===== src/rtl/cordic_rot_seq.sv =====
// cordic_rot_seq: iterative rotation-mode CORDIC stepping an external atan table once per clock.
// Optional gain compensation (extra SCALE state) enabled by defining CORDIC_GAIN_COMP_EN.
module cordic_rot_seq #(
    parameter int WIDTH      = 32,
    parameter int ITERATIONS = 24
) (
    input  logic               clk,
    input  logic               reset,
    input  logic               in_valid,
    output logic               in_ready,
    input  logic [WIDTH-1:0]   x_in,
    input  logic [WIDTH-1:0]   y_in,
    input  logic [WIDTH-1:0]   angle_in,
    output logic [15:0]        lut_index,
    input  logic [31:0]        lut_value,
    output logic               out_valid,
    input  logic               out_ready,
    output logic [WIDTH+1:0]   x_out,
    output logic [WIDTH+1:0]   y_out,
    output logic [WIDTH-1:0]   z_out,
    output logic               busy
);
`ifdef CORDIC_GAIN_COMP_EN
    typedef enum logic [2:0] {IDLE, PREROT, ITER, SCALE, DONE} state_t;
    localparam state_t POST = SCALE;
    localparam logic signed [31:0] K = 32'sh4DBA76D4;
    logic signed [WIDTH+33:0] px, py;
`else
    typedef enum logic [2:0] {IDLE, PREROT, ITER, DONE} state_t;
    localparam state_t POST = DONE;
`endif
    state_t                  state_q, state_d;
    logic signed [WIDTH+1:0] x_q, x_d, y_q, y_d, xo_q, xo_d, yo_q, yo_d, xs, ys;
    logic signed [WIDTH-1:0] z_q, z_d, zo_q, zo_d, lv;
    logic [4:0]              i_q, i_d;
    logic                    last;

    assign xs   = x_q >>> i_q;
    assign ys   = y_q >>> i_q;
    assign lv   = WIDTH'($signed(lut_value));
    assign last = i_q == 5'(ITERATIONS - 1);
`ifdef CORDIC_GAIN_COMP_EN
    assign px = (WIDTH+34)'(x_q) * (WIDTH+34)'(K);
    assign py = (WIDTH+34)'(y_q) * (WIDTH+34)'(K);
`endif

    always_comb begin
        state_d = state_q;
        x_d     = x_q;
        y_d     = y_q;
        z_d     = z_q;
        i_d     = i_q;
        xo_d    = xo_q;
        yo_d    = yo_q;
        zo_d    = zo_q;
        case (state_q)
            IDLE: if (in_valid) begin
                x_d     = {{2{x_in[WIDTH-1]}}, x_in};
                y_d     = {{2{y_in[WIDTH-1]}}, y_in};
                z_d     = angle_in;
                state_d = PREROT;
            end
            PREROT: begin
                // Angles in the second/third quadrant: rotate by 180 deg first
                if (z_q[WIDTH-1] ^ z_q[WIDTH-2]) begin
                    x_d = -x_q;
                    y_d = -y_q;
                    z_d = {~z_q[WIDTH-1], z_q[WIDTH-2:0]};
                end
                i_d     = 5'd0;
                state_d = ITER;
            end
            ITER: begin
                x_d = z_q[WIDTH-1] ? x_q + ys : x_q - ys;
                y_d = z_q[WIDTH-1] ? y_q - xs : y_q + xs;
                z_d = z_q[WIDTH-1] ? z_q + lv : z_q - lv;
                // Counter freezes on the last step so lut_index holds afterwards
                i_d     = last ? i_q : i_q + 5'd1;
                state_d = last ? POST : ITER;
            end
`ifdef CORDIC_GAIN_COMP_EN
            SCALE: begin
                x_d     = px[WIDTH+32:31];
                y_d     = py[WIDTH+32:31];
                state_d = DONE;
            end
`endif
            DONE: if (out_ready) state_d = IDLE;
            default: state_d = IDLE;
        endcase
        if (state_d == DONE && state_q != DONE) begin
            xo_d = x_d;
            yo_d = y_d;
            zo_d = z_d;
        end
    end

    always_ff @(posedge clk or posedge reset) begin
        if (reset) begin
            state_q <= IDLE;
            x_q     <= '0;
            y_q     <= '0;
            z_q     <= '0;
            i_q     <= '0;
            xo_q    <= '0;
            yo_q    <= '0;
            zo_q    <= '0;
        end else begin
            state_q <= state_d;
            x_q     <= x_d;
            y_q     <= y_d;
            z_q     <= z_d;
            i_q     <= i_d;
            xo_q    <= xo_d;
            yo_q    <= yo_d;
            zo_q    <= zo_d;
        end
    end

    assign in_ready  = state_q == IDLE;
    assign out_valid = state_q == DONE;
    assign busy      = state_q != IDLE;
    assign lut_index = {11'd0, i_q};
    assign x_out     = xo_q;
    assign y_out     = yo_q;
    assign z_out     = zo_q;
endmodule


===== config.mk =====
export PLATFORM = sky130hd
export DESIGN_NAME = cordic_rot_seq
export DESIGN_NICKNAME = d
export VERILOG_FILES = /design/src/rtl/cordic_rot_seq.sv
export SDC_FILE = /design/constraint.sdc
export NUM_CORES = 1
export LEC_CHECK = 0
export CAP_MARGIN = 20
export CORE_MARGIN = 5
export CORE_UTILIZATION = 34
export DETAILED_ROUTE_END_ITERATION = 6
export SETUP_SLACK_MARGIN = 0.02
export SYNTH_ARGS = -nofsm -noshare
export SYNTH_HDL_FRONTEND = slang
export SYNTH_SLANG_ARGS = --single-unit

===== constraint.sdc =====
create_clock -name clk -period 9.25 [get_ports clk]
set_input_delay 1.3875 -clock clk [delete_from_list [all_inputs] [get_ports clk]]
set_output_delay 1.3875 -clock clk [all_outputs]
set_load 0.05 [all_outputs]

==> qor.csv <==
stage,metric,value,unit
setup_path,Crit Path Class,register to register,
grt,GR peak layer,met2,
timing,Final Hold Fails,0,
power_and_ir_drop,Sw Share,0.5332,
placement,post-DP HPWL,72330,µm
cells_and_area,share of cells above drive strength 1,0.1036,
synth,commonest register cell after synthesis,dfrtp_1,
floorplan,die area,70200,µm²
power_and_ir_drop,P_sw,6.007,mW
synth,"area leader, netlist",dfrtp_1,
drt,via/cell ratio,6.065,
power_and_ir_drop,Pwr per Cell Area,430.3,nW/µm²
setup_path,CP Buf/Inv Count,4,
synth,synth top area cells,"dfrtp_1 (24%), mux4_2 (8.8%), ha_1 (5.8%), nand2_1 (5.7%), a21oi_1 (5.3%)",
synth,Synth top cells by count,"nand2_1 (334), nor2_1 (251), a21oi_1 (236)",
timing,Worst-Margin Slew,1140,ps
clock_tree,clk root buf,clkbuf_16,
synth,sequential share of the synthesized area,0.2355,
grt,pin count of the biggest net entering global routing,89,
grt,GRT Total Usage,0.2636,
floorplan,Starting Density,0.3428,
placement,PortBufs,239,
power_and_ir_drop,worst vdd ir,0.0001864,V
clock_tree,Max Root-Sink Buffers,3,
synth,Synth Register Bits,208,
floorplan,die width,265.0,µm
setup_path,FF-to-FF path depth,25,
timing,slew margin rel.,0.2402,
cells_and_area,Layout Cells excl Fill,3726,
clock_tree,postcts setup bufs,0,
grt,M2 GR Usage,0.4411,
drt,wire length per cell,26.12,µm
grt,grt met3 use,0.05922,
synth,cells after synthesis,2716,
min_path,hold endpoint,x_out[10]$_DFFE_PP0P_,
setup_path,FF-to-FF End,x_out[32]$_DFFE_PP0P_,
timing,FMAX,131.8,MHz
clock_tree,Post-CTS Resized,0,
clock_tree,clock-pin slew on the worst setup and hold paths,60,ps
drt,via count,22600,
job,Max Cap Violations,0,
synth,top cell type's share of synthesized area,0.2355,
timing,Final WS setup,1660,ps
synth,Post-synth ARST share,1.000,
setup_path,CP Capture Type,register,
setup_path,CP arrival,8040,ps
cells_and_area,Nets,3083,
placement,routability cong.,0.9620,
power_and_ir_drop,total power,11.27,mW
cells_and_area,fin area,26180,µm²
cells_and_area,Layout area overhead,18.47,%
timing,clk_skew,21.46,ps
setup_path,"setup slack, reg-to-reg",1660,ps
cells_and_area,fill cell count,6505,
clock_tree,Skew-Pair Late Insertion Delay,620,ps
grt,first-pass GRT wire length,144700,µm
min_path,Hold Path Origin,x_out[10]$_DFFE_PP0P_,
cells_and_area,final core utilization,0.4062,
drt,DRC errors left,0,
placement,worst slack at placement,1796,ps
floorplan,Rows,93,
synth,top-count cell post-synth,nand2_1,
power_and_ir_drop,Int Pwr,5.259,mW
placement,placed instance count,3669,
setup_path,CP startpoint kind,register,
synth,count of cell types in the netlist,90,
grt,gr ovfl total,0,
clock_tree,CTS Sinks,208,
timing,worst hold margin,469.2,ps
drt,Detail Route Antenna Nets,0,
cells_and_area,area of the multi-input gates,15750,µm²
synth,Avg Inst Size Synth,8.137,µm²
floorplan,die span in y,265.0,µm
grt,initial antenna violation count,12,
power_and_ir_drop,Seq pwr share,0.160,
drt,initial DRC count,2141,
clock_tree,htree depth,1,
timing,RSZ-0062 raised after global routing,false,
timing,Max Transition Viols Final,0,
setup_path,Crit Reg-Reg Startpoint,i_q[1]$_DFFE_PP0P_,
setup_path,crit path max fanout,64,
drt,total wire length,97310,µm
min_path,min-delay worst type,register to register,
synth,Syn Std Cell Area,22100,µm²
setup_path,crit path max-delay cell type,dfrtp_4,
floorplan,core area,64460,µm²
placement,area post-placement,25160,µm²
floorplan,I/O pins,251,
clock_tree,CTS tree,built,
timing,Final setup viols,0,
timing,Sum Neg Setup Slack,0,ps
setup_path,slowest cell delay on critical path,1020,ps
power_and_ir_drop,clock network power share,0.108,
power_and_ir_drop,Logic pwr share,0.732,
setup_path,Crit path max-delay family,compound AO/OA/AOI/OAI gates,
clock_tree,# hold bufs at CTS,0,
min_path,hold depth,2,
synth,Yosys warnings,0,
power_and_ir_drop,Leakage,10.86,nW
cells_and_area,area occupied by registers,5216,µm²
grt,vias in the first global route,22480,
grt,GR Layer Usage met1,0.3361,
status,status,completed,
clock_tree,cts bufs inserted,29,
drt,1st-pass router iterations,5,
synth,Post-synth EDFFs,0,
timing,fin crit share,0.8205,
setup_path,"Req. time, crit path",9700,ps
timing,Tmin final,7590,ps
kinds of logic after synthesis:
group | after synthesis | synth area share
compound gates | 833 | 0.2410
xor+xnor | 178 | 0.07054
fa+ha+maj | 106 | 0.06103
buf+inv | 291 | 0.05577
flops | 208 | 0.2355
mux | 215 | 0.1491
other cells | 1 | 0.0001697
simple gates | 884 | 0.1869
final cells by class:
type | instances | area share
diodes | 4 | 0.0003823
clock buffers | 39 | 0.03144
clock inverters | 14 | 0.007264
inverters | 84 | 0.01233
multi-input cells | 2228 | 0.6015
flip-flops and latches | 208 | 0.1992
well taps | 855 | 0.04086
repair buffers | 294 | 0.1069
cell usage in the layout, fill, tap and decap left out, drive strengths merged, types with 25 or more instances in the layout:
cell           Yosys  final
a21oi            236    236
clkbuf           136     39
mux4              86     86
mux2              53     53
nand3             38     38
a31oi             40     40
inv               83     84
o22ai             26     26
nor2             251    251
nand2b            25     25
dfrtp            208    208
nand2            334    334
o21ai            202    202
ha               103    103
nor2b             28     28
nor3              59     59
a21o              54     54
xor2              82     82
a221oi            26     26
mux2i             76     76
buf               71     56
clkdlybuf4s50      0    238
xnor2             96     96
metal layers:
| layer | share of wire | up-vias |
|---|---|---|
| met2 | 0.47 | 997 |
| met1 | 0.40 | 11150 |
| met5 | 0.00047 | - |
| met3 | 0.086 | 205 |
| li1 | - | 10230 |
| met4 | 0.041 | 8 |
power by group through the flow:
stage | Combinational, mW | Sequential (mW) | Clock, mW
2_1_floorplan | 6.28 | 1.30 | 0
3_3_place_gp | 7.97 | 1.77 | 0
3_5_place_dp | 8.08 | 1.78 | 0
4_1_cts | 8.14 | 1.76 | 1.24
5_1_grt | 8.92 | 1.83 | 1.27
6_report | 8.25 | 1.80 | 1.22
worst register-to-register path, stage by stage, from the launching register on:
cell       delay [ps]
dfrtp_4          1020
buf_4             460
mux4_2            600
mux2i_1           220
o22ai_1           130
a2111oi_2         550
ha_1              300
inv_1             100
nor4b_2           270
buf_4             180
nand3b_1          160
nor3_4            360
nand2_1           100
a41oi_1           230
o21ai_1           110
ha_1              320
inv_1              90
o21ai_0           100
a21oi_1           250
nand3_1           130
o211ai_1          560
o31ai_1           250
o31ai_1           390
nor3b_1           100
a311oi_1          330
o21ai_0           120
worst max-delay path by stage:
stage / startpoint / depth (start not counted) / end
2_1_floorplan: reset / 1 / i_q[0]$_DFFE_PP0P_
3_3_place_gp: i_q[1]$_DFFE_PP0P_ / 23 / y_out[31]$_DFFE_PP0P_
3_5_place_dp: i_q[0]$_DFFE_PP0P_ / 22 / x_out[30]$_DFFE_PP0P_
4_1_cts: i_q[1]$_DFFE_PP0P_ / 24 / x_out[30]$_DFFE_PP0P_
5_1_grt: i_q[1]$_DFFE_PP0P_ / 24 / y_out[31]$_DFFE_PP0P_
6_report: i_q[1]$_DFFE_PP0P_ / 25 / x_out[32]$_DFFE_PP0P_
sequential cells by signal (all words and copies together) (netlist names):
signal   cells
y_q         34
z_out       32
z_q         32
y_out       34
x_out       34
x_q         34
state_q      3
i_q          5
(Power assumes the default switching activity.)
